$ cat src/rtl/adder_delay_meter_if.sv
// Purpose : firmware-facing request/result bundle of the adder delay meter.
// Latency : none, wires only.
// Backpres: start is honoured only while ready is high; it is never queued.
interface adder_delay_meter_if #(
    parameter int CNT_W = 32,
    parameter int WIN_W = 16
);
    logic             start;
    logic [WIN_W-1:0] window;
    logic             ready;
    logic             done;
    logic [CNT_W-1:0] count;
    logic             overflow;

    // Requester side: issues start/window, observes status and result
    modport master (
        output start,
        output window,
        input  ready,
        input  done,
        input  count,
        input  overflow
    );

    // Meter side: accepts requests, publishes status and result
    modport slave (
        input  start,
        input  window,
        output ready,
        output done,
        output count,
        output overflow
    );
endinterface

$ cat src/rtl/adder_delay_meter.sv
// Purpose : ring-oscillator edge counter that measures adder loop delay over a window.
// Latency : start at edge k -> ring_en k+1..k+SETTLE+window, done at k+SETTLE+window+3.
// Backpres: ready low from acceptance until done; start while busy is dropped.
// Option  : define ADM_BOTH_EDGES_EN to count rising and falling ring edges.
module adder_delay_meter #(
    parameter int CNT_W  = 32,
    parameter int WIN_W  = 16,
    parameter int SETTLE = 4
) (
    input  logic             clk,
    input  logic             RSTB,
    input  logic             ring_in,
    output logic             ring_en,
    adder_delay_meter_if.slave bus
);

    // Settle counter holds SETTLE-1 down to 0, so it needs at least one bit.
    localparam int               SET_W    = (SETTLE < 2) ? 1 : $clog2(SETTLE);
    localparam logic [SET_W-1:0] SET_LOAD = SET_W'(SETTLE - 1);
    localparam logic [CNT_W-1:0] CNT_MAX  = '1;

    typedef enum logic [2:0] {
        IDLE  = 3'd0,
        ARM   = 3'd1,
        MEAS  = 3'd2,
        DRAIN = 3'd3,
        DONE  = 3'd4
    } state_t;

    state_t           state_q;
    logic [SET_W-1:0] set_q;
    logic [WIN_W-1:0] win_q;
    logic             drain_q;
    logic [CNT_W-1:0] cnt_q;
    logic [CNT_W-1:0] cnt_d;
    logic             ovf_q;
    logic             ovf_d;
    logic             ring_en_q;
    logic             ready_q;
    logic             done_q;

    logic [1:0]       sync_q;
    logic             prev_q;
    logic             ring_edge;
    logic             accept;

    // Bring the free-running ring tap into the clk domain and keep one history bit
    always_ff @(posedge clk) begin
        if (!RSTB) begin
            sync_q <= 2'b00;
            prev_q <= 1'b0;
        end else begin
            sync_q <= {sync_q[0], ring_in};
            prev_q <= sync_q[1];
        end
    end

`ifdef ADM_BOTH_EDGES_EN
    assign ring_edge = sync_q[1] ^ prev_q;
`else
    assign ring_edge = sync_q[1] & ~prev_q;
`endif

    // ready_q is only ever high in IDLE/DONE, so it alone qualifies a request.
    assign accept = bus.start & ready_q;

    // Saturating edge counter: cleared on a new request, advanced only in MEAS
    always_comb begin
        cnt_d = cnt_q;
        ovf_d = ovf_q;
        if (accept) begin
            cnt_d = '0;
            ovf_d = 1'b0;
        end else if ((state_q == MEAS) && ring_edge) begin
            if (cnt_q == CNT_MAX) begin
                ovf_d = 1'b1;
            end else begin
                cnt_d = cnt_q + CNT_W'(1);
            end
        end
    end

    // Sequencer with registered outputs; status flags trail the state by one
    // cycle, except that an accepted request drops ready/done on its own edge.
    always_ff @(posedge clk) begin
        if (!RSTB) begin
            state_q   <= IDLE;
            set_q     <= '0;
            win_q     <= '0;
            drain_q   <= 1'b0;
            cnt_q     <= '0;
            ovf_q     <= 1'b0;
            ring_en_q <= 1'b0;
            ready_q   <= 1'b1;
            done_q    <= 1'b0;
        end else begin
            cnt_q     <= cnt_d;
            ovf_q     <= ovf_d;
            ring_en_q <= (state_q == ARM) || (state_q == MEAS);
            ready_q   <= !accept && ((state_q == IDLE) || (state_q == DONE));
            done_q    <= !accept && (state_q == DONE);

            case (state_q)
                IDLE, DONE: begin
                    if (accept) begin
                        state_q <= ARM;
                        set_q   <= SET_LOAD;
                        win_q   <= bus.window;
                    end
                end
                ARM: begin
                    // Oscillator runs but nothing is counted until it settles.
                    if (set_q == '0) begin
                        if (win_q == '0) begin
                            state_q <= DRAIN;
                            drain_q <= 1'b1;
                        end else begin
                            state_q <= MEAS;
                        end
                    end else begin
                        set_q <= set_q - SET_W'(1);
                    end
                end
                MEAS: begin
                    // win_q counts the remaining measurement cycles including this one.
                    if (win_q == WIN_W'(1)) begin
                        state_q <= DRAIN;
                        drain_q <= 1'b1;
                    end else begin
                        win_q <= win_q - WIN_W'(1);
                    end
                end
                DRAIN: begin
                    // Two idle cycles let the synchronizer empty before done.
                    if (drain_q) begin
                        drain_q <= 1'b0;
                    end else begin
                        state_q <= DONE;
                    end
                end
                default: begin
                    state_q <= IDLE;
                end
            endcase
        end
    end

    assign ring_en      = ring_en_q;
    assign bus.ready    = ready_q;
    assign bus.done     = done_q;
    assign bus.count    = cnt_q;
    assign bus.overflow = ovf_q;

endmodule
$ cat src/flat_wrapper.sv
// flat-port wrapper written by rule: the top's interface ports become plain ports
module adder_delay_meter_flat 
#(
    parameter int CNT_W  = 32,
    parameter int WIN_W  = 16,
    parameter int SETTLE = 4
)
  (clk, RSTB, ring_in, ring_en, bus_start, bus_window, bus_ready, bus_done, bus_count, bus_overflow);
  adder_delay_meter_if #(.CNT_W(CNT_W), .WIN_W(WIN_W)) bus_i ();
  input  logic clk;
  input  logic RSTB;
  input  logic ring_in;
  output logic ring_en;
  input wire logic [$bits(bus_i.start)-1:0] bus_start;
  input wire logic [$bits(bus_i.window)-1:0] bus_window;
  output wire logic [$bits(bus_i.ready)-1:0] bus_ready;
  output wire logic [$bits(bus_i.done)-1:0] bus_done;
  output wire logic [$bits(bus_i.count)-1:0] bus_count;
  output wire logic [$bits(bus_i.overflow)-1:0] bus_overflow;
  assign bus_i.start = bus_start;
  assign bus_i.window = bus_window;
  assign bus_ready = bus_i.ready;
  assign bus_done = bus_i.done;
  assign bus_count = bus_i.count;
  assign bus_overflow = bus_i.overflow;
  adder_delay_meter #(.CNT_W(CNT_W), .WIN_W(WIN_W), .SETTLE(SETTLE)) u_core (.clk(clk), .RSTB(RSTB), .ring_in(ring_in), .ring_en(ring_en), .bus(bus_i));
endmodule
$ cat config.mk
export PLATFORM = sky130hd
export DESIGN_NAME = adder_delay_meter_flat
export DESIGN_NICKNAME = d
export VERILOG_FILES = /design/src/rtl/adder_delay_meter_if.sv /design/src/rtl/adder_delay_meter.sv /design/src/flat_wrapper.sv
export SDC_FILE = /design/constraint.sdc
export NUM_CORES = 1
export LEC_CHECK = 0
export CAP_MARGIN = 15
export CORE_UTILIZATION = 41
export CTS_BUF_LIST = sky130_fd_sc_hd__clkbuf_16
export DETAILED_ROUTE_END_ITERATION = 8
export SYNTH_ARGS = -nofsm -noshare
export SYNTH_HDL_FRONTEND = slang
export SYNTH_SLANG_ARGS = --single-unit
export TNS_END_PERCENT = 20
$ cat constraint.sdc
create_clock -name clk -period 3 [get_ports clk]
set_clock_uncertainty 0.1 [all_clocks]
set_input_delay 0.3 -clock clk [delete_from_list [all_inputs] [get_ports clk]]
set_output_delay 0.3 -clock clk [all_outputs]
set_load 0.005 [all_outputs]
==> key figures, run 1 <==
Power and ir drop
  • Seq pwr share: 34.7%
  • VDD IR max: 0.000385 V
  • Sw Pwr: 1.01 mW
  • Clk pwr share: about a third
  • Pint: 1.89 mW
  • Leak: 1.54 nW
  • PwrDens: 658 nW/um2
  • Net Sw Frac: a little over a third
  • Power share of the combinational group: 30.4%

Logic synthesis
  • Yosys reg bits: between 60 and 70
  • Most frequent cell after synthesis: dfxtp_1
  • Top-area cell type share of the netlist area: 34.7%
  • Ys Warns: 0
  • Synth top area cells: dfxtp_1, a21oi_1, nand2_1
  • Main flop type after synthesis: dfxtp_1
  • Synth cell types: 66
  • Synthesized area per cell: 8.14 um2
  • Seq/Total Area, Yosys: 34.7%
  • Syn Std Cell Area: between 3000 and 4000 um2
  • Mapped Cells: 433
  • Synthesized net count: 458
  • Yosys top cell by area: dfxtp_1
  • Most instantiated cells after synthesis: dfxtp_1, a21oi_1, nand2_1, nor2_1, o21ai_0
  • FFs w/ async S/R, synth: 0%
  • Post-synth EDFFs: 0

Floorplan
  • I/O Pins: 56
  • Die W: 94.7 um
  • Initial Util: around 43%
  • Core area: 8260 um2
  • Die H: between 90 and 100 um
  • Die Footprint: 8970 um2
  • Cell Rows: 33

Route
  • Routed len/inst: 15.6 um
  • Drt first pass iters: 4
  • Post-Route WL: approximately 9000 um
  • Routed Antenna Nets: 0
  • DRT iter0 DRCs: around 180
  • Vias: 3495
  • DRC: 0
  • DR vias/cell: ~5.9

Place
  • GP Congestion: ~0.8
  • IO Port Bufs: 55
  • Hpwl dp: around 6500 um

Setup path
  • Crit Path Category: reg2reg
  • Crit path DAT: 2570 ps
  • FF-to-FF path depth: 5
  • Capturing point of the worst reg2reg path: u_core.win_q[0]
  • Crit-path max FO: 18
  • Req. time, crit path: between 3000 and 4000 ps
  • Worst Setup Start Kind: register
  • R2r startpoint: u_core.win_q[7]
  • R2R Setup Slk: roughly 540 ps
  • Critical path capture point type: register

STA
  • RSZ-0062 raised after global routing: false
  • Final hold violation count: 0
  • Actual slew at the worst max-slew pin: 703 ps
  • Relative slew margins: between 50% and 60%
  • Final period util: 82.0%
  • Final setup TNS: 0 ps
  • Tmin final: approximately 2500 ps
  • Final setup viols: 0
  • Fin. max-slew vios: 0
  • Fmax: approximately 410 MHz

Hold path
  • Worst Hold Launch: u_core.sync_q[0]
  • Hold depth: 1
  • Hold EP: u_core.sync_q[1]
  • Hold crit path type: reg2reg

Final layout
  • N_diodes: 0
  • P&R area growth vs syn: 25.2%
  • Final net count: 509
  • Util after Layout: 53.4%
  • Filler cells: 812
  • Share of cells above drive strength 1: 9.61%

Clocking
  • TritonCTS buffer count: 9
  • Post-CTS Setup Inserts: 0
  • Clock sinks: a little over 60
  • Post-CTS sizing: 0
  • Reg clk slew, reported paths: 50 ps
  • Clk Latency, worst-skew pair: approximately 330 ps
  • CTS root buf: clkbuf_16
  • H-tree levels: 3
  • CTS tree: done
  • CTS max path bufs: 2
  • Number of hold buffers added after cts: 0

Global routing
  • Global Route met1 Usage: between 30% and 40%
  • Initial antenna violation count: 0
  • First-pass GRT wire length: 15400 um
  • Gr usage total: 21.6%
  • Layer with the highest usage: met1
  • Vias in the first global route: about 3k
  • Largest net degree at the start of global routing: 38
  • Grt total ovfl: 0
  • M3 GR Usage: 3.22%
  • GRT met2 Usage: between 30% and 40%

Run status
  • Outcome: completed

Job
  • Max-cap violations: 0
how the worst max path moves through the flow:
stage,to,cells past startpoint,start,slack (ps)
after floorplan,u_core.win_q[14],7,u_core.win_q[0],940
after global placement,u_core.win_q[0],5,u_core.win_q[7],610
after detailed placement,u_core.win_q[0],5,u_core.win_q[7],560
after CTS,u_core.win_q[0],5,u_core.win_q[7],540
after global routing,u_core.bus.count[12],6,u_core.state_q[1],420
final,u_core.win_q[0],5,u_core.win_q[7],540
area by class of cell:
class / count / area [um2] / area share (%)
Clock buffer: 9 / 225 / 5.10
Multi-Input combinational cell: 336 / 2100 / 47.5
Inverter: 10 / 37.5 / 0.851
Sequential cell: 61 / 1220 / 27.7
Timing Repair Buffer: 66 / 633 / 14.3
Tap cell: 105 / 131 / 2.98
Clock inverter: 7 / 66.3 / 1.50
per-stage QoR:
stage | setup WS (ps) | hold slack (ps) | cells | instance area, um2 | total power [mW]
after detailed placement | 563 | 319 | 578 | 4120 | 1.90
after CTS | 543 | 332 | 594 | 4410 | 2.91
after global placement | 612 | 315 | 578 | 4120 | 1.88
after global routing | 419 | 350 | 594 | 4410 | 3.07
final | 541 | 333 | 594 | 4410 | 2.90
after floorplan | 939 | 312 | 433 | 3520 | 1.71
worst max-delay path: stages, from the launching register on:
cell,delay [ps]
dfxtp_1,340
or4_4,610
nor3_4,290
a31o_1,610
a21oi_1,140
o221a_1,260
power by group through the flow:
stage	sequential, mW	combinational (mW)	clock, mW
after floorplan	0.977	0.729	0
after global placement	1.02	0.868	0
after detailed placement	1.02	0.876	0
after CTS	1.01	0.880	1.03
after global routing	1.02	0.981	1.07
final	1.01	0.883	1.01
logic make-up after synthesis:
group / count (synthesis) / share of synthesized area (%)
buffers and inverters: 36 / 5.79
AND/OR/NAND/NOR: 206 / 34.3
multiplexers: 4 / 1.14
AO/OA/AOI/OAI: 120 / 22.1
flip-flops: 61 / 34.7
adder cells (fa/ha/maj): 5 / 1.78
XOR/XNOR: 1 / 0.249
metal layers:
layer,routed length (um),share of wire [%],vias up
li1,-,-,1748
met1,4650,50,1646
met2,4060,44,91
met3,419,4.5,10
met4,122,1.3,0
met5,0,0,-
cells in the final DEF (no fill, tap or decap), types with 9 or more instances in the layout:
cell / Yosys / layout
dfxtp_1: 61 / 61
a21oi_1: 55 / 55
clkdlybuf4s50_1: 0 / 55
nand2_1: 51 / 51
nor2_1: 29 / 29
o21ai_0: 19 / 19
nand3_1: 17 / 17
or3_1: 14 / 14
nand4_1: 13 / 13
nor3_1: 12 / 12
or4_1: 12 / 12
o32ai_1: 12 / 12
buf_4: 2 / 11
and3_1: 10 / 10
inv_1: 9 / 9
nor4_1: 9 / 9
nand2b_1: 9 / 9
clkbuf_16: 0 / 9
registers in the layout (all words and copies together), names as in the netlist, 2 cells and up:
register,cells
u_core.set_q,2
u_core.sync_q,2
u_core.win_q,16
u_core.state_q,3
u_core.bus.count,32
No activity file was read; power rests on OpenSTA's default activity.
==> inputs of run 2 (changes only) <==
Settings changed: PLACE_DENSITY set to 0.66.
Clock period 3 ns to 2 ns, I/O delays scaled along.
==> key figures, run 2 (synthesis gave the netlist of run 1 again) <==
Power and ir drop
  • VDD IR max: 0.000641 V (was 0.000385 V)
  • Leak: 1.90 nW (was 1.54 nW)
  • Total Power: 4.97 mW (was 2.90 mW)
  • PwrDens: 992 nW/um2 (was 658 nW/um2)

Run status
  • Failing checks: negative setup slack
  • Outcome: complete, but fails checks (was completed)

Final layout
  • Sequential cell area: 1230 um2 (was 1220 um2)
  • Final non-filler cell total: 656 (was 594)
  • Final net count: 571 (was 509)
  • Max FFs per register: 32 (unchanged)
  • P&R area growth vs syn: 42.4% (was 25.2%)
  • Share of cells above drive strength 1: 22.9% (was 9.61%)
  • Most common cell after layout, fill and taps aside: buf_4 (was dfxtp_1)
  • Final Cell Area: 5020 um2 (was 4410 um2)
  • Filler cells: 726 (was 812)
  • N_diodes: 0 (unchanged)
  • Most frequent cells in the layout: buf_4, clkdlybuf4s50_1, a21oi_1, dfxtp_1, nand2_1 (was dfxtp_1, a21oi_1, clkdlybuf4s50_1, nand2_1, nor2_1)
  • Area taken by multi-input logic gates: 2180 um2 (was 2100 um2)
  • Util after Layout: 60.7% (was 53.4%)

Global routing
  • Grt total ovfl: 0 (unchanged)
  • Initial antenna violation count: 0 (unchanged)
  • First-pass GRT wire length: 16300 um (was 15400 um)
  • Largest net degree at the start of global routing: 37 (was 38)
  • Vias in the first global route: 3463 (was 3083)
  • Gr usage total: 23.0% (was 21.6%)

Hold path
  • Hold crit path type: reg2reg (unchanged)

Place
  • GP Congestion: 0.831 (was 0.786)
  • # placed instances: 630 (was 578)
  • Dpl cell area: 4570 um2 (was 4120 um2)
  • Dpl ws: -87.1 ps (was 563 ps)
  • IO Port Bufs: 55 (unchanged)
  • Hpwl dp: 6940 um (was 6490 um)

Clocking
  • H-tree levels: 3 (unchanged)
  • Number of hold buffers added after cts: 0 (unchanged)
  • CTS max path bufs: 2 (unchanged)
  • TritonCTS buffer count: 9 (unchanged)
  • Reg clk slew, reported paths: 60 ps (was 50 ps)
  • Clk Latency, worst-skew pair: 320 ps (was 330 ps)
  • Clock sinks: 61 (unchanged)
  • CTS root buf: clkbuf_16 (unchanged)
  • CTS tree: done (unchanged)

Route
  • DRC: 0 (unchanged)
  • Drt first pass iters: 5 (was 4)
  • DRT iter0 DRCs: 149 (was 179)
  • Vias: 3790 (was 3495)
  • DR vias/cell: 5.78 (was 5.88)
  • Routed len/inst: 15.4 um (was 15.6 um)
  • Post-Route WL: 10100 um (was 9260 um)
  • Routed Antenna Nets: 0 (unchanged)

Floorplan
  • Core area: 8260 um2 (unchanged)
  • I/O Pins: 56 (unchanged)
  • Initial Util: 42.7% (unchanged)
  • Die Footprint: 8970 um2 (unchanged)
  • Cell Rows: 33 (unchanged)
  • Die W: 94.7 um (unchanged)
  • Die H: 94.7 um (unchanged)

Setup path
  • R2r startpoint: u_core.win_q[3] (was u_core.win_q[7])
  • Crit Path Category: reg2reg (unchanged)
  • Req. time, crit path: 2160 ps (was 3110 ps)
  • Worst Setup Start Kind: register (unchanged)
  • Worst-path cell chain: or4_4 > nor3_4 > buf_4 > a31oi_4 > or3b_4 > a21oi_2 (was or4_4 > nor3_4 > a31o_1 > a21oi_1 > o221a_1)
  • Worst setup startpoint: u_core.win_q[3] (was u_core.win_q[7])
  • Stages on worst setup path: 6 (was 5)
  • Crit-path max FO: 5 (was 18)
  • Critical path's slowest cell: or4_4 (unchanged)
  • Capturing point of the worst reg2reg path: u_core.state_q[0] (was u_core.win_q[0])
  • Crit path largest cell delay: 510 ps (was 610 ps)
  • R2R Setup Slk: -40 ps (was 540 ps)
  • Buffers & Inverters on Critical Path: 1 (was 0)
  • Crit path DAT: 2200 ps (was 2570 ps)
  • Delay-heaviest family, CP: simple AND/OR/NAND/NOR gates (was compound AO/OA/AOI/OAI gates)
  • FF-to-FF path depth: 6 (was 5)
  • Crit path to: u_core.state_q[0] (was u_core.win_q[0])
  • Critical path capture point type: register (unchanged)

STA
  • Final setup viols: 6 (was 0)
  • Fin. max-slew vios: 0 (unchanged)
  • Final hold violation count: 0 (unchanged)
  • Hold slack: 330 ps (was 333 ps)
  • RSZ-0062 raised after global routing: true (was false)
  • Final WS setup: -41.8 ps (was 541 ps)
  • Fmax: 490 MHz (was 407 MHz)
  • Final setup TNS: -75.3 ps (was 0 ps)
  • Actual slew at the worst max-slew pin: 480 ps (was 703 ps)
  • Tmin final: 2040 ps (was 2460 ps)
  • Final period util: 102% (was 82.0%)
  • Relative slew margins: 67.7% (was 53.0%)

Job
  • Max-cap violations: 0 (unchanged)
run 2: routing by layer:
layer,track usage [%],vias up,wire length (um)
li1,-,1862,-
met1,29.1,1794,4480
met2,40.0,125,5010
met3,4.35,9,528
met4,5.68,0,87
met5,0,-,0
run 2: final cells by class:
cell class                 count  area share [%]
timing repair buffer         128            23.0
inverter                      10           0.748
tap                          105            2.62
sequential                    61            24.5
clock buffer                   9            4.49
multi-input combinational    336            43.5
clock inverter                 7            1.15
run 2: worst min path at each step:
stage | startpoint | end | slack (ps) | cells after the start
2_1_floorplan | ring_in | u_core.sync_q[0] | 230 | 1
3_3_place_gp | u_core.sync_q[0] | u_core.sync_q[1] | 320 | 1
3_5_place_dp | u_core.sync_q[0] | u_core.sync_q[1] | 320 | 1
4_1_cts | u_core.sync_q[0] | u_core.sync_q[1] | 330 | 1
5_1_grt | u_core.sync_q[0] | u_core.sync_q[1] | 340 | 1
6_report | u_core.sync_q[0] | u_core.sync_q[1] | 330 | 1
run 2: repair_timing:
item / 4_1_cts / 5_1_grt
setup endpoints to repair: 14 / 37
gates resized for setup: 10 / 16
buffers inserted: 4 / 6
pin swaps: 8 / 9
run 2: where the power goes:
group | leakage, nW | switching [mW] | internal (mW) | total, mW
clock network | 0.139 | 0.550 | 0.944 | 1.49
registers | 0.499 | 0.120 | 1.35 | 1.47
logic | 1.26 | 1.01 | 0.997 | 2.01
